[src/rtl/delay_meas_ctrl.sv]
// Delay-measurement sequencer: settles the path under test, launches a rising
// edge, gates the datapath counter until the synchronized path output changes,
// then accumulates the per-trial cycle delta over a programmable trial count.
// Optional min/max delay tracking is enabled by defining DELAY_MEAS_MINMAX_EN.
module delay_meas_ctrl #(
  parameter int unsigned CNT_W         = 32,
  parameter int unsigned TRIALS_W      = 8,
  parameter int unsigned SUM_W         = 40,
  parameter int unsigned SETTLE_CYCLES = 16,
  parameter int unsigned TIMEOUT       = 1024
) (
  input  logic                clk,
  input  logic                rst,
  input  logic                start,
  input  logic [TRIALS_W-1:0] num_trials,
  input  logic [CNT_W-1:0]    cnt_value,
  input  logic                path_result,
  output logic                path_input,
  output logic                cnt_ld,
  output logic                busy,
  output logic                done,
  output logic [SUM_W-1:0]    sum_out,
  output logic [TRIALS_W-1:0] trials_done,
  output logic                timeout_err
`ifdef DELAY_MEAS_MINMAX_EN
  ,
  output logic [CNT_W-1:0]    min_delay,
  output logic [CNT_W-1:0]    max_delay
`endif
);

  localparam int unsigned CYC_MAX = (TIMEOUT > SETTLE_CYCLES) ? TIMEOUT : SETTLE_CYCLES;
  localparam int unsigned CYC_W   = $clog2(CYC_MAX + 1);

  typedef enum logic [2:0] {
    S_IDLE, S_SETTLE, S_LAUNCH, S_WAIT, S_RECORD, S_DONE
  } state_t;

  state_t              state, state_nx;
  logic                sync_meta, sync_res;
  logic                baseline;
  logic [CNT_W-1:0]    snapshot;
  logic [TRIALS_W-1:0] num_lat;
  logic [CYC_W-1:0]    cyc_cnt;
  logic                path_input_nx, cnt_ld_nx, busy_nx, done_nx;
  logic [CNT_W-1:0]    delta_c;
  logic [SUM_W:0]      sum_ext_c;
  logic [SUM_W-1:0]    sum_sat_c;

  // Modulo-2^CNT_W delta absorbs a wrap of the datapath counter; sum saturates.
  assign delta_c   = cnt_value - snapshot;
  assign sum_ext_c = {1'b0, sum_out} + (SUM_W+1)'(delta_c);
  assign sum_sat_c = sum_ext_c[SUM_W] ? '1 : sum_ext_c[SUM_W-1:0];

  // State register
  always_ff @(posedge clk) begin
    if (rst) state <= S_IDLE;
    else     state <= state_nx;
  end

  // Next-state decode; outputs are decoded from the next state and registered
  always_comb begin
    state_nx = state;
    case (state)
      S_IDLE:   if (start) state_nx = (num_trials == '0) ? S_DONE : S_SETTLE;
      S_SETTLE: if (cyc_cnt == CYC_W'(SETTLE_CYCLES - 1)) state_nx = S_LAUNCH;
      S_LAUNCH: state_nx = S_WAIT;
      S_WAIT: begin
        if (sync_res != baseline)                 state_nx = S_RECORD;
        else if (cyc_cnt == CYC_W'(TIMEOUT - 1))  state_nx = S_DONE;
      end
      S_RECORD: state_nx = ((trials_done + TRIALS_W'(1)) == num_lat) ? S_DONE : S_SETTLE;
      S_DONE:   state_nx = S_IDLE;
      default:  state_nx = S_IDLE;
    endcase
    path_input_nx = (state_nx == S_LAUNCH) || (state_nx == S_WAIT) || (state_nx == S_RECORD);
    cnt_ld_nx     = (state_nx == S_LAUNCH) || (state_nx == S_WAIT);
    busy_nx       = (state_nx == S_SETTLE) || (state_nx == S_LAUNCH) ||
                    (state_nx == S_WAIT)   || (state_nx == S_RECORD);
    done_nx       = (state_nx == S_DONE);
  end

  // Two-flop synchronizer for the asynchronous path output
  always_ff @(posedge clk) begin
    if (rst) begin
      sync_meta <= 1'b0;
      sync_res  <= 1'b0;
    end else begin
      sync_meta <= path_result;
      sync_res  <= sync_meta;
    end
  end

  // Registered outputs, per-state cycle counter and trial bookkeeping
  always_ff @(posedge clk) begin
    if (rst) begin
      path_input  <= 1'b0;
      cnt_ld      <= 1'b0;
      busy        <= 1'b0;
      done        <= 1'b0;
      sum_out     <= '0;
      trials_done <= '0;
      timeout_err <= 1'b0;
      baseline    <= 1'b0;
      snapshot    <= '0;
      num_lat     <= '0;
      cyc_cnt     <= '0;
`ifdef DELAY_MEAS_MINMAX_EN
      min_delay   <= '0;
      max_delay   <= '0;
`endif
    end else begin
      path_input <= path_input_nx;
      cnt_ld     <= cnt_ld_nx;
      busy       <= busy_nx;
      done       <= done_nx;
      if (state_nx != state)  cyc_cnt <= '0;
      else if (cyc_cnt != '1) cyc_cnt <= cyc_cnt + CYC_W'(1);
      case (state)
        S_IDLE: if (start) begin
          num_lat     <= num_trials;
          sum_out     <= '0;
          trials_done <= '0;
          timeout_err <= 1'b0;
`ifdef DELAY_MEAS_MINMAX_EN
          min_delay   <= '1;
          max_delay   <= '0;
`endif
        end
        S_SETTLE: if (state_nx == S_LAUNCH) baseline <= sync_res;
        S_LAUNCH: snapshot <= cnt_value;
        S_WAIT:   if (state_nx == S_DONE) timeout_err <= 1'b1;
        S_RECORD: begin
          sum_out     <= sum_sat_c;
          trials_done <= trials_done + TRIALS_W'(1);
`ifdef DELAY_MEAS_MINMAX_EN
          if (delta_c < min_delay) min_delay <= delta_c;
          if (delta_c > max_delay) max_delay <= delta_c;
`endif
        end
        default: ;
      endcase
    end
  end

endmodule

[config.mk]
export PLATFORM = sky130hd
export DESIGN_NAME = delay_meas_ctrl
export DESIGN_NICKNAME = d
export VERILOG_FILES = /design/src/rtl/delay_meas_ctrl.sv
export SDC_FILE = /design/constraint.sdc
export NUM_CORES = 1
export LEC_CHECK = 0
export CAP_MARGIN = 10
export CORE_MARGIN = 2
export CORE_UTILIZATION = 25
export CTS_CLUSTER_DIAMETER = 50
export CTS_CLUSTER_SIZE = 10
export DETAILED_ROUTE_END_ITERATION = 7
export PLACE_DENSITY = 0.49
export SLEW_MARGIN = 20
export SYNTH_ARGS = -nofsm -noshare
export SYNTH_HDL_FRONTEND = slang
export SYNTH_SLANG_ARGS = --single-unit
export TNS_END_PERCENT = 50
[constraint.sdc]
create_clock -name clk -period 11.35 [get_ports clk]
set_input_delay 2.27 -clock clk [delete_from_list [all_inputs] [get_ports clk]]
set_output_delay 2.27 -clock clk [all_outputs]
set_load 0.05 [all_outputs]
Word level (Yosys, flattened, before mapping)
Cells that the tools add are included.
- flip-flop bits (word level): 110
- input port bits: 44
- output and inout bits: 53
- add/subtract/negate cells: 4
- equality and inequality tests: 17
- muxes and demuxes: 15
- reductions and logical operators: 14
- operators by type and width (kind ; count):
    2-to-1 mux 40 bit ; 2
    case mux 40 bit (2 select lines) ; 1
    adder 40 x 32 -> 41 bit ; 1
    subtractor 32 bit ; 1
    2-to-1 mux 3 bit ; 6
    case mux 8 bit (2 select lines) ; 1
    case mux 3 bit (5 select lines) ; 1
    equality test 3 x 2 -> 1 bit (second input constant) ; 4
    adder 11 x 1 -> 11 bit (second input constant) ; 1
    equality test 11 x 10 -> 1 bit (second input constant) ; 1
    equality test 11 x 4 -> 1 bit (second input constant) ; 1
    != test 11 bit (second input constant) ; 1
    equality test 3 bit (second input constant) ; 3
    adder 8 x 1 -> 8 bit (second input constant) ; 1
    equality test 8 bit ; 1
    logical NOT 8 bit ; 1
    2-to-1 mux 8 bit ; 1
    equality test 3 x 1 -> 1 bit (second input constant) ; 2
    AND reduction 2 bit ; 3
    logical OR 1 bit ; 5
    != test 2 bit (second input constant) ; 2
    nonzero test 2 bit ; 2
    logical NOT 3 bit ; 1
    != test 3 bit ; 1
    5 further kinds ; 6

Logic depth before layout (Yosys ltp)
- word-level depth: 8
- depth in mapped cells: 20
- mapped depth without buffers: 20

Least setup slack after synthesis
No wires, ideal clock.
- path type: input -> register
- start point: in cnt_value[3]
- end point: reg sum_out[3]
- library setup time: 153 ps
- arrival: 5931 ps
- required time: 11197 ps
- slack: 5266 ps
- stages on the path: 18
- path through: ha_1 > and2_1 > a221o_1 > o211ai_1 > and2_1 > o21ai_0 > a21o_1 > a21oi_1 > xnor2_1 > ha_1 > a2111oi_0 > o21ai_0 > a221oi_1 > o21ai_0 > a21oi_4 > o31a_1 > buf_6 > a311oi_2
- longest elaborated chain between the ends: 4
- RTL lines (item ; line ; text):
    from (decl) ; 16 ; input logic [CNT_W-1:0] cnt_value,
    subtractor 32 bit ; 51 ; assign delta_c = cnt_value - snapshot;
    adder 40 x 32 -> 41 bit ; 52 ; assign sum_ext_c = {1'b0, sum_out} + (SUM_W+1)'(delta_c);
    2-to-1 mux 40 bit ; 53 ; assign sum_sat_c = sum_ext_c[SUM_W] ? '1 : sum_ext_c[SUM_W-1:0];
    case mux 40 bit (2 select lines) ; 119 ; case (state)
    to (signal assigned) ; 134 ; sum_out <= sum_sat_c;
    to (decl) ; 22 ; output logic [SUM_W-1:0] sum_out,
Every way passes these cells.
A chain may end at the register's enable or synchronous reset.

Final worst setup path
- start point: in cnt_value[3]
- end point: reg sum_out[29]
Same word-level chain as after synthesis.

==> out/results.tsv <==
metric	value	unit
status	finished, final reports clean	
hpwl	17.4	mm
worstPathMaxFanout	24	
cts_sinks	110	
start_util	0.255	
grt_pass1_vias	7162	
timing.fmax	137	MHz
n_antenna_cell	0	
fill_cells	3441	
synth-seq-cells	110	
routed_wl	23.2	mm
synthFlopType	dfxtp_1	
die_x	184	um
post_cts_resized	0	
crit_buf_inv	2	
firstDrtPassIters	4	
antenna_found_initial	0	
synthMuxAreaShare	0.00247	
async_reset_ff_frac	0	
place_ws	3.78	ns
insertion_delay	0.37	ns
synth-compound-area-share	0.287	
cts_buffers	9	
overflow	0	
cts_setup_buffers	0	
critical_path_arrival	7.56	ns
netlist_area	8100	um^2
cts_buffer_depth	2	
drv_cap	0	
area_delta_synth_final	20.1	%
grt_pass1_wl	37.7	mm
cts_htree_levels	3	
route.detailed.drc	0	
wl_per_cell	15.4	um
ir_drop	0.0671	mV
synth_common_cells	nand2_1, a21oi_1, dfxtp_1, ha_1, nor2_1	
syn-instance-count	1032	
hp-class	flip-flop to flip-flop	
path_clk_slew	0.08	ns
timing.critical_path.mode_cell	o21ai_0	
crit_type	input pin to flip-flop	
relSlewSlack	0.377	
cpMaxStageDelayCell	o211ai_1	
critPathTopFamily	compound AO/OA/AOI/OAI gates	
grt_usage	0.138	
skew	0.0149	ns
cts_hold_buf	0	
final_max_slew_viol_count	0	
dieArea	33800	um^2
finalSetupViolCount	0	
drive_gt1_frac	0.0524	
synth_top_area_frac	0.272	
yosysMostFrequentCell	nand2_1	
cellPowerDensity	92.0	nW/um^2
cp_data_required_time	11.59	ns
fin_crit_sh	0.645	
nNetsFinal	1217	
antenna_left	0	
ys_warn_count	0	
numPortBuffers	96	
synth.net_count	1147	
cts-root-buf	clkbuf_16	
synth_top_family_by_area	compound AO/OA/AOI/OAI gates	
synth_edf_count	0	
synthTopCellsByArea	dfxtp_1, ha_1, a21oi_1	
fin_ws	4.03	ns
cts_tree	done	
yosys.area_share.simple	0.198	
rsz0062_at_grt	no	
period_minus_slack	7.32	ns
path_cells	clkdlybuf4s50_1 -> ha_1 -> and2_1 -> a221o_1 -> o211ai_1 -> and2_1 -> o21ai_0 -> a21o_1 -> a21oi_1 -> xnor2_1 -> ha_1 -> a2111oi_0 -> o21ai_0 -> a221oi_1 -> o21ai_0 -> a21oi_4 -> o31a_1 -> buf_4 -> nand2b_1 -> o211ai_1	
max_stage_delay	0.49	ns
worst-slew-pin-transition	0.928	ns
grt_max_degree	70	
coreArea	31700	um^2
synth-xor-area-share	0.0801	
hold_violations	0	
total_power	894	uW
avgViaCountPerCell	4.98	
critPathLaunchType	input pin	
worstSetupEndpointType	flip-flop	
power_leakage	0.00349	uW
ys_seq_area_frac	0.272	
rows	65	
num_vias	7518	
synthDistinctLibCells	68	
yosys.area_share.adder	0.112	
synth_area_per_cell	7.84	um^2
ioPinCount	97	
yosysTopAreaCell	dfxtp_1	
dieHeight	184	um
tns	0	ns
place_congestion	0.804	
drt-initial-drc-count	450	
where the power goes:
| part | internal, uW | total, uW | switching (uW) |
|---|---|---|---|
| Sequential | 389 | 391 | 2.55 |
| Combinational | 68.2 | 166 | 97.9 |
| Clock | 159 | 337 | 178 |
| Total | 616 | 894 | 279 |
layout make-up:
| cell class | count | area (um^2) | area share |
|---|---|---|---|
| Timing Repair Buffer | 102 | 1000 | 0.103 |
| Clock inverter | 7 | 82.6 | 0.00849 |
| Multi-Input combinational cell | 822 | 5490 | 0.565 |
| Tap cell | 402 | 503 | 0.0517 |
| Inverter | 57 | 214 | 0.0220 |
| Clock buffer | 9 | 225 | 0.0232 |
| Sequential cell | 110 | 2200 | 0.226 |
final timing paths:
kind,slack [ns],endpoint,cells after the start,start
max,4.03,sum_out[29]$_SDFFE_PP0P_,20,cnt_value[3]
min,0.44,sync_res$_SDFF_PP0_,1,sync_meta$_SDFF_PP0_
max reg2reg,6.02,sum_out[29]$_SDFFE_PP0P_,20,snapshot[3]$_SDFFE_PP0P_
min reg2reg,0.44,sync_res$_SDFF_PP0_,1,sync_meta$_SDFF_PP0_
flip-flops by register name (all words and copies together) (netlist names):
| register | flops |
|---|---|
| num_lat | 8 |
| sync_meta | 1 |
| trials_done | 8 |
| sync_res | 1 |
| cnt_ld | 1 |
| sum_out | 40 |
| done | 1 |
| cyc_cnt | 11 |
| snapshot | 32 |
| baseline | 1 |
| state | 3 |
| timeout_err | 1 |
| path_input | 1 |
| busy | 1 |
stage by stage:
stage          cells  hold slack, ns  cell area (um^2)   util
2_1_floorplan   1032           0.414              8100      -
3_3_place_gp    1493           0.424              9420  0.297
3_5_place_dp    1493           0.420              9420  0.297
4_1_cts         1509           0.441              9720  0.307
5_1_grt         1509           0.464              9720  0.307
6_report        1509           0.440              9720  0.307
placed cells by master (no fill, tap or decap), types with 5 or more instances in the layout:
cell type	count
a211oi_1	5
a31oi_1	8
nor2b_1	14
o21bai_1	9
xor2_1	29
or2_2	5
a311oi_2	18
ha_1	69
o21a_1	13
and2_1	7
inv_1	57
nor2_1	68
buf_4	7
clkbuf_16	9
o21ai_0	39
dfxtp_1	110
nor3_1	15
a21o_1	28
o211ai_1	10
and3_1	14
nor4_1	8
a311oi_1	12
nand2b_1	7
nand2_1	146
clkdlybuf4s50_1	95
nand4_1	13
a21oi_1	145
nand3_1	23
xnor2_1	45
logic make-up (layout without fill, tap and decap cells):
kind of cell | Yosys count | in the layout
AOI/OAI and AO/OA | 333 | 333
xor gates and xnor gates | 74 | 74
adders and majority gates | 71 | 71
buffers and inverters | 100 | 175
DFF | 110 | 110
muxes | 2 | 2
and+or+nand+nor | 342 | 342
layer usage:
layer  share of wire  GRT usage
met1            0.49      0.188
met3           0.034     0.0212
met5               0          0
met4           0.025     0.0493
met2            0.45      0.221
Power figures use the tool's default switching activity.
